==> config.mk <==
export PLATFORM = sky130hd
export DESIGN_NAME = vend_session_controller
export DESIGN_NICKNAME = d
export VERILOG_FILES = /design/src/rtl/vend_pkg.sv /design/src/rtl/coin_inventory.sv /design/src/rtl/vend_session_controller.sv
export SDC_FILE = /design/constraint.sdc
export NUM_CORES = 1
export LEC_CHECK = 0
export CORE_UTILIZATION = 56
export CTS_CLUSTER_DIAMETER = 40
export DETAILED_ROUTE_END_ITERATION = 8
export DONT_BUFFER_PORTS = 1
export GPL_TIMING_DRIVEN = 1
export PLACE_DENSITY = 0.67
export SYNTH_ARGS = -nofsm -noshare
export SYNTH_HDL_FRONTEND = slang
export SYNTH_SLANG_ARGS = --single-unit
==> constraint.sdc <==
create_clock -name clock -period 4.34 [get_ports clock]
set_input_delay 1.085 -clock clock [delete_from_list [all_inputs] [get_ports clock]]
set_output_delay 1.085 -clock clock [all_outputs]
set_load 0.01 [all_outputs]
==> src/rtl/vend_pkg.sv <==
// Shared types for the vending session controller: coin codes, FSM states, coin helpers.
package vend_pkg;

  typedef enum logic [2:0] {
    CoinNone     = 3'd0,
    CoinCircle   = 3'd1,
    CoinTriangle = 3'd2,
    CoinPentagon = 3'd3
  } coin_t;

  typedef enum logic [2:0] {
    StIdle,
    StCollect,
    StEval,
    StDisp1,
    StDisp2,
    StDone
  } state_t;

  localparam logic [1:0] MaxCount = 2'd3;
  localparam logic [4:0] MaxPaid  = 5'd15;

  function automatic logic [3:0] coin_value(input logic [2:0] code);
    case (code)
      3'd1:    return 4'd1;
      3'd2:    return 4'd3;
      3'd3:    return 4'd5;
      default: return 4'd0;
    endcase
  endfunction

  function automatic logic coin_legal(input logic [2:0] code);
    return (code == 3'd1) || (code == 3'd2) || (code == 3'd3);
  endfunction

endpackage

==> src/rtl/coin_inventory.sv <==
// Coin inventory: three 2-bit saturating counters, increment/decrement selected by coin code.
module coin_inventory
  import vend_pkg::*;
#(
  parameter int unsigned INIT_PENT = 2,
  parameter int unsigned INIT_TRI  = 2,
  parameter int unsigned INIT_CIR  = 2
) (
  input  logic       clock,
  input  logic       reset_L,
  input  logic       inc,
  input  logic [2:0] inc_coin,
  input  logic       dec,
  input  logic [2:0] dec_coin,
  output logic [1:0] pentagons,
  output logic [1:0] triangles,
  output logic [1:0] circles
);

  function automatic logic [1:0] next_count(input logic [1:0] cnt, input logic up,
                                            input logic dn);
    if (up && cnt != MaxCount) return cnt + 2'd1;
    if (dn && cnt != 2'd0) return cnt - 2'd1;
    return cnt;
  endfunction

  always_ff @(posedge clock or negedge reset_L) begin
    if (!reset_L) begin
      pentagons <= 2'(INIT_PENT);
      triangles <= 2'(INIT_TRI);
      circles   <= 2'(INIT_CIR);
    end else begin
      pentagons <= next_count(pentagons, inc && (inc_coin == CoinPentagon),
                              dec && (dec_coin == CoinPentagon));
      triangles <= next_count(triangles, inc && (inc_coin == CoinTriangle),
                              dec && (dec_coin == CoinTriangle));
      circles   <= next_count(circles, inc && (inc_coin == CoinCircle),
                              dec && (dec_coin == CoinCircle));
    end
  end

endmodule

==> src/rtl/vend_session_controller.sv <==
// Vending session FSM around the change-maker datapath: coin collection, evaluation, dispensing.
// Optional idle timeout in COLLECT is enabled with `define VEND_TIMEOUT_EN.
module vend_session_controller
  import vend_pkg::*;
#(
  parameter int unsigned INIT_PENT      = 2,
  parameter int unsigned INIT_TRI       = 2,
  parameter int unsigned INIT_CIR       = 2,
  parameter int unsigned TIMEOUT_CYCLES = 1000
) (
  input  logic       clock,
  input  logic       reset_L,
  input  logic       start,
  input  logic [3:0] Cost,
  input  logic       coin_valid,
  input  logic [2:0] coin_type,
  output logic       coin_ready,
  output logic       coin_reject,
  input  logic       pay_done,
  output logic [3:0] Paid,
  output logic [3:0] CostQ,
  output logic [1:0] Pentagons,
  output logic [1:0] Triangles,
  output logic [1:0] Circles,
  input  logic [2:0] FirstCoin,
  input  logic [2:0] SecondCoin,
  input  logic       ExactAmount,
  input  logic       NotEnoughChange,
  input  logic       CoughUpMore,
  output logic       disp_valid,
  output logic [2:0] disp_coin,
  input  logic       disp_ready,
  output logic       vend,
  output logic       no_change,
  output logic       busy
);

  state_t     state;
  logic [2:0] second_q;
  logic       coin_hs;
  logic       coin_ok;
  logic       reject;
  logic       accept;
  logic       disp_hs;
  logic       timeout_hit;
  logic [4:0] paid_sum;
  logic [1:0] sel_count;

  assign coin_hs  = coin_ready && coin_valid;
  assign coin_ok  = coin_legal(coin_type);
  assign paid_sum = {1'b0, Paid} + {1'b0, coin_value(coin_type)};

  always_comb begin
    sel_count = 2'd0;
    case (coin_type)
      CoinCircle:   sel_count = Circles;
      CoinTriangle: sel_count = Triangles;
      CoinPentagon: sel_count = Pentagons;
      default:      sel_count = 2'd0;
    endcase
  end

  assign reject  = coin_ok && ((paid_sum > MaxPaid) || (sel_count == MaxCount));
  assign accept  = coin_hs && coin_ok && !reject;
  assign disp_hs = disp_valid && disp_ready;

`ifdef VEND_TIMEOUT_EN
  localparam int unsigned TimeoutW = (TIMEOUT_CYCLES > 1) ? $clog2(TIMEOUT_CYCLES) : 1;
  logic [TimeoutW-1:0] idle_cnt;

  // Cleared outside COLLECT so every entry into COLLECT starts a fresh idle window.
  always_ff @(posedge clock or negedge reset_L) begin
    if (!reset_L) begin
      idle_cnt <= '0;
    end else if (state != StCollect || coin_hs) begin
      idle_cnt <= '0;
    end else begin
      idle_cnt <= idle_cnt + 1'b1;
    end
  end

  assign timeout_hit = (state == StCollect) && !coin_hs &&
                       (idle_cnt == TimeoutW'(TIMEOUT_CYCLES - 1));
`else
  logic unused_timeout;
  assign unused_timeout = ^TIMEOUT_CYCLES;
  assign timeout_hit    = 1'b0;
`endif

  coin_inventory #(
    .INIT_PENT(INIT_PENT),
    .INIT_TRI (INIT_TRI),
    .INIT_CIR (INIT_CIR)
  ) u_inventory (
    .clock    (clock),
    .reset_L  (reset_L),
    .inc      (accept),
    .inc_coin (coin_type),
    .dec      (disp_hs),
    .dec_coin (disp_coin),
    .pentagons(Pentagons),
    .triangles(Triangles),
    .circles  (Circles)
  );

  always_ff @(posedge clock or negedge reset_L) begin
    if (!reset_L) begin
      state       <= StIdle;
      Paid        <= 4'd0;
      CostQ       <= 4'd0;
      second_q    <= CoinNone;
      coin_ready  <= 1'b0;
      coin_reject <= 1'b0;
      disp_valid  <= 1'b0;
      disp_coin   <= CoinNone;
      vend        <= 1'b0;
      no_change   <= 1'b0;
      busy        <= 1'b0;
    end else begin
      coin_reject <= 1'b0;
      vend        <= 1'b0;
      no_change   <= 1'b0;
      unique case (state)
        StIdle: begin
          if (start) begin
            CostQ      <= Cost;
            Paid       <= 4'd0;
            coin_ready <= 1'b1;
            busy       <= 1'b1;
            state      <= StCollect;
          end
        end
        StCollect: begin
          if (coin_hs && coin_ok) begin
            if (reject) coin_reject <= 1'b1;
            else        Paid        <= paid_sum[3:0];
          end
          // The coin on a pay_done cycle is counted first; EVAL sees the updated Paid.
          if (pay_done) begin
            coin_ready <= 1'b0;
            state      <= StEval;
          end else if (timeout_hit) begin
            coin_ready <= 1'b0;
            no_change  <= 1'b1;
            state      <= StDone;
          end
        end
        StEval: begin
          if (CoughUpMore) begin
            coin_ready <= 1'b1;
            state      <= StCollect;
          end else if (NotEnoughChange) begin
            no_change <= 1'b1;
            state     <= StDone;
          end else if (ExactAmount || (FirstCoin == CoinNone && SecondCoin == CoinNone)) begin
            vend  <= 1'b1;
            state <= StDone;
          end else begin
            second_q   <= SecondCoin;
            disp_valid <= 1'b1;
            if (FirstCoin != CoinNone) begin
              disp_coin <= FirstCoin;
              state     <= StDisp1;
            end else begin
              disp_coin <= SecondCoin;
              state     <= StDisp2;
            end
          end
        end
        StDisp1: begin
          if (disp_ready) begin
            if (second_q != CoinNone) begin
              disp_coin <= second_q;
              state     <= StDisp2;
            end else begin
              disp_valid <= 1'b0;
              disp_coin  <= CoinNone;
              vend       <= 1'b1;
              state      <= StDone;
            end
          end
        end
        StDisp2: begin
          if (disp_ready) begin
            disp_valid <= 1'b0;
            disp_coin  <= CoinNone;
            vend       <= 1'b1;
            state      <= StDone;
          end
        end
        StDone: begin
          Paid  <= 4'd0;
          busy  <= 1'b0;
          state <= StIdle;
        end
        default: state <= StIdle;
      endcase
    end
  end

endmodule
==> reports/metrics.cfg, run 1 <==
[yosys]
ys_seq_elements=29
async_reset_ff_share_pct=100.0
synth_cell_types=48
synth_edf_count=0
synth_area_per_cell_um2=9.155
ys_warn_count=0
synth_area_um2=1822
synth_nets=231
synthCells=199
ys_seq_area_share_pct=40.04
synthFlopType=dfrtp_1

[pwr]
p_comb_share_pct=33.6
power.leakage_nw=0.9165
power_frac_seq_pct=47.6
p_switching_mw=0.4968
clkPwrFrac_pct=18.8
power.density_nw_per_um2=630.0
intPower_mw=0.7179
p_sw_share_pct=40.90
power_mw=1.215
ir_worst_vdd_uv=342.9

[floorplanning]
coreArea_um2=3078
num_rows=20
io_pins=45
dieArea_um2=3485
dieWidth_um=59.04
start_util_pct=59.19
dieHeight_um=59.04

[sta]
final.setup.tns_ns=0
clock_skew_ns=0.006439
slew_headroom_pct=50.74
period_share_pct=71.69
slew_violations=0
max_freq_mhz=321.4
finalCriticalPeriod_ns=3.111
worst_pin_slew_ns=0.7332
setup_viol=0
grt_setup_unrepaired=false
hold_viol_final=0

[route]
first_iter_violations=51
ant_nets=0
wl_per_cell_um=15.48
drcViolationCount=0
viasPerCell=6.160
wl_um=3776
first_pass_iters=5
num_vias=1503

[run]
cap_violations=0

[critical_path]
critical-path-top-delay-family=compound AO/OA/AOI/OAI gates
cp.arrival_ns=3.35
crit_path_end_kind=flip-flop
crit_required_ns=4.58
cp_cell_sequence=o21bai_1, inv_1, ha_1, fa_1, a21o_1, a2bb2oi_1, a21oi_1, or4_1, o211ai_1
path_max_fanout=6
start_kind=input pin
worstPathBufferInverterCount=1
critPathKind=in -> reg
cpMaxStageDelayCell=or4_1
max_stage_delay_ns=0.54

[global_route]
grt_max_degree=30
grtUsageTotal_pct=23.90
grt_pass1_vias=1476
antenna_found_initial=0
overflow=0
grt_pass1_wl_um=6230

[outcome]
status=complete, no violations

[clocking]
clk_path_buf_depth=2
root_buffer=clkbuf_4
clock_latency_ns=0.32
cts_tree=done
cts_setup_buffers=0
htreeDepth=2
ctsHoldBuffers=0
numCtsBuffers=5
cts_sinks=29
cts.reportedPaths.clkPinSlew_ns=0.09
cts_resized=0

[hold_path]
hold_class=in -> async

[finish]
fin_area_um2=1928
drive_gt1_share_pct=10.00
diodes=0
final_cell_mix=nand2_1, dfrtp_1, nor2_1
mostFrequentLayoutCell=nand2_1
area_growth_pct=5.838
fin_nets=231
post-route-util_pct=62.64

[placement]
gp_congestion=0.8358
hpwl_um=2850
port_buffers=0
post_dp_cell_area_um2=1843

[kinds of logic after synthesis]
kind of cell / Yosys count / share of synthesized area, %
buf+inv: 18 / 4.121
flops: 29 / 40.04
fa+ha+maj: 10 / 7.280
mux: 9 / 5.426
compound gates: 45 / 18.20
xor+xnor: 4 / 1.923
simple gates: 84 / 23.01
[power groups by stage]
stage / registers, mW / clock network, mW / logic (mW)
detailed placement: 0.582 / 0 / 0.407
global route: 0.600 / 0.243 / 0.469
floorplan: 0.510 / 0 / 0.389
finish: 0.578 / 0.228 / 0.409
global placement: 0.580 / 0 / 0.388
CTS: 0.577 / 0.236 / 0.410
[worst register-to-register path: cells and delay by family, from the launching register on]
kind	cells	cell delay, ns
DFF	1	0.60
AOI/OAI and AO/OA	3	0.83
and+or+nand+nor	1	0.66
muxes	1	0.35
[sequential cells by signal (all words and copies together), names as in the netlist]
| register | cells |
|---|---|
| vend | 1 |
| no_change | 1 |
| Paid | 4 |
| state | 3 |
| busy | 1 |
| CostQ | 4 |
| second_q | 3 |
| u_inventory.pentagons | 2 |
| coin_ready | 1 |
| disp_valid | 1 |
| u_inventory.circles | 2 |
| disp_coin | 3 |
| u_inventory.triangles | 2 |
| coin_reject | 1 |
[through the flow]
stage | hold slack (ns) | worst slack (ns) | cells
finish | 0.4441 | 1.229 | 244
detailed placement | 0.5212 | 0.8897 | 236
CTS | 0.4244 | 1.245 | 244
global placement | 0.5178 | 0.9859 | 236
floorplan | 0.4957 | 1.114 | 199
global route | 0.4181 | 1.018 | 244
[synth_stat cells (all sizes together) (2+ instances only)]
master    n  area share (%)
and4b     2             1.1
inv      11             2.3
nand2b    2            0.69
ha        9             6.2
mux2i     2             1.1
a2111oi   2             2.0
nor2     17             3.5
nor4b     2            0.96
o21ai     4             1.1
buf       3             1.0
a31oi     4             1.4
clkbuf    4            0.82
a21o      3             1.2
dfrtp    26              36
o31ai     5             2.1
mux2      7             4.3
nand2    34             7.0
nand3b    2            0.82
a22o      3             1.4
nor3      7             1.9
nand4b    2            0.96
or4b      2             1.3
xnor2     3             1.4
a21oi    14             4.1
nand4     4             1.4
dfstp     3             4.3
nand3     4             1.1
o211ai    3             1.5
and3      2            0.69
[routing by layer]
metal  track usage [%]  part of all wire [%]
met1             28.11                    41
met2             41.88                    52
met3             6.987                   6.1
met4             7.483                   1.3
met5                 0                     0
[final cells by class]
| class | count | area [µm²] |
|---|---|---|
| well taps | 44 | 55.05 |
| clock buffers | 7 | 55.05 |
| flip-flops and latches | 29 | 729.5 |
| multi-input cells | 152 | 1017 |
| clock inverters | 1 | 30.03 |
| fillers | 275 | 1150 |
| inverters | 11 | 41.29 |
[path summary, 6_finish.rpt]
check / startpoint / to / slack [ns] / cells past startpoint
worst min-delay path: reset_L / u_inventory.circles[0]$_DFFE_PN0P_ / 0.44 / 0
worst max-delay path: coin_type[0] / Paid[3]$_DFFE_PN0P_ / 1.23 / 9
min in group clock: u_inventory.triangles[1]$_DFFE_PN1P_ / u_inventory.triangles[1]$_DFFE_PN1P_ / 0.53 / 2
worst min register to register: u_inventory.triangles[1]$_DFFE_PN1P_ / u_inventory.triangles[1]$_DFFE_PN1P_ / 0.53 / 2
max in group asynchronous: reset_L / u_inventory.triangles[1]$_DFFE_PN1P_ / 3.73 / 0
worst max register to register: state[0]$_DFFE_PN0P_ / disp_coin[2]$_DFFE_PN0P_ / 1.80 / 5
Note: power is estimated with default switching activity, not from simulation.
==> run 2: changes to the inputs <==
Clock period 4.34 ns to 2.9 ns, I/O delays scaled along.
==> reports/metrics.cfg, run 2 (synthesis results as in run 1) <==
[floorplanning]
coreArea_um2=3078
dieArea_um2=3485
dieWidth_um=59.04
num_rows=20
io_pins=45
dieHeight_um=59.04
start_util_pct=59.19

[sta]
clock_skew_ns=0.01020
worst_pin_slew_ns=0.4907
final.setup.tns_ns=0
max_freq_mhz=397.2
grt_setup_unrepaired=false
setup_viol=0
period_share_pct=86.82
slew_violations=0
slew_headroom_pct=66.85
hold_viol_final=0
finalCriticalPeriod_ns=2.518

[placement]
hpwl_um=2928
port_buffers=0
place_inst=241
gp_congestion=0.8853

[pwr]
power.leakage_nw=0.9218
ir_worst_vdd_uv=485.0
power.density_nw_per_um2=895.6

[critical_path]
max_stage_delay_ns=0.54
critPathKind=in -> reg
crit_required_ns=3.15
cp_cell_sequence=o21bai_1, inv_1, ha_1, fa_1, a21o_1, a2bb2oi_1, a21oi_1, or4_1, o211ai_1
worstPathBufferInverterCount=1
critical-path-top-delay-family=compound AO/OA/AOI/OAI gates
path_max_fanout=6
start_kind=input pin
cpMaxStageDelayCell=or4_1
cp.arrival_ns=2.77
crit_path_end_kind=flip-flop

[finish]
reg.largest.list=CostQ x4, Paid x4
diodes=0
mostFrequentLayoutCell=nand2_1
filler_cell_count=266
fin_nets=236
final_cell_mix=nand2_1, dfrtp_1, nor2_1
area_growth_pct=5.907
fin_cells=249
drive_gt1_share_pct=11.22

[global_route]
grtUsageTotal_pct=25.98
grt_pass1_wl_um=6775
grt_pass1_vias=1595
overflow=0
antenna_found_initial=0
grt_max_degree=30

[route]
first_pass_iters=4
wl_um=3973
first_iter_violations=59
wl_per_cell_um=15.96
ant_nets=0
viasPerCell=6.169
drcViolationCount=0
num_vias=1536

[clocking]
clk_path_buf_depth=2
cts_setup_buffers=0
root_buffer=clkbuf_4
cts_sinks=29
cts_resized=0
numCtsBuffers=5
ctsHoldBuffers=0
cts.reportedPaths.clkPinSlew_ns=0.09
cts_tree=done
clock_latency_ns=0.33
htreeDepth=2

[hold_path]
hold_class=in -> async

[outcome]
status=complete, no violations

[run]
cap_violations=0

[run 2: cell types whose count changed in the layout (fill, tap and decap cells not counted), sizes merged]
cell    delta
buf        +5
bufinv     -1
clkbuf     +1
[run 2: worst paths after layout]
| kind | startpoint | endpoint | slack (ns) | cells after the start |
|---|---|---|---|---|
| worst min register to register | u_inventory.triangles[1]$_DFFE_PN1P_ | u_inventory.triangles[1]$_DFFE_PN1P_ | 0.54 | 2 |
| max in group asynchronous | reset_L | u_inventory.triangles[1]$_DFFE_PN1P_ | 2.65 | 0 |
| min in group clock | Cost[1] | CostQ[1]$_DFFE_PN0P_ | 0.51 | 2 |
| worst min-delay path | reset_L | second_q[2]$_DFFE_PN0P_ | 0.08 | 0 |
| worst max-delay path | coin_type[0] | Paid[3]$_DFFE_PN0P_ | 0.38 | 9 |
| worst max register to register | Paid[0]$_DFFE_PN0P_ | Paid[3]$_DFFE_PN0P_ | 0.49 | 7 |
[run 2: cell type report]
type                    count  area, µm²  area share, %
clock buffers               8      48.80          2.529
multi-input cells         152       1017          52.72
inverters                  11      41.29          2.140
repair buffers              5      37.54          1.946
flip-flops and latches     29      729.5          37.81
well taps                  44      55.05          2.853
[run 2: report_power, final]
part           internal [mW]  total, mW  switching, mW  leakage, nW
clock                 0.0964      0.231          0.135       0.0265
combinational          0.306      0.661          0.355        0.540
sequential             0.577      0.835          0.258        0.356
total                  0.979       1.73          0.748        0.922
[run 2: layer usage]
metal / GRT usage [%] / up-vias / wire [µm]
li1: - / 730 / -
met1: 29.85 / 744 / 1586
met2: 43.02 / 52 / 2055
met3: 8.734 / 10 / 253
met4: 13.27 / 0 / 77
met5: 0 / - / 0
[run 2: metrics by stage]
step	total power [mW]	setup WS [ns]	area (µm²)	util [%]	hold slack, ns
after floorplan	1.346	0.03399	1822	-	0.4294
after global placement	1.465	0.1534	1881	61.10	0.4300
after detailed placement	1.499	0.1091	1881	61.10	0.4300
after CTS	1.737	0.4122	1929	62.68	0.06457
after global routing	1.881	0.2538	1929	62.68	0.04883
final	1.728	0.3823	1929	62.68	0.07722
[run 2: worst reg2reg max path: cells and delay by family, from the launching register on]
| family | cells | cell delay, ns |
|---|---|---|
| compound gates | 4 | 0.69 |
| fa+ha+maj | 2 | 0.66 |
| flops | 1 | 0.45 |
| simple gates | 1 | 0.54 |
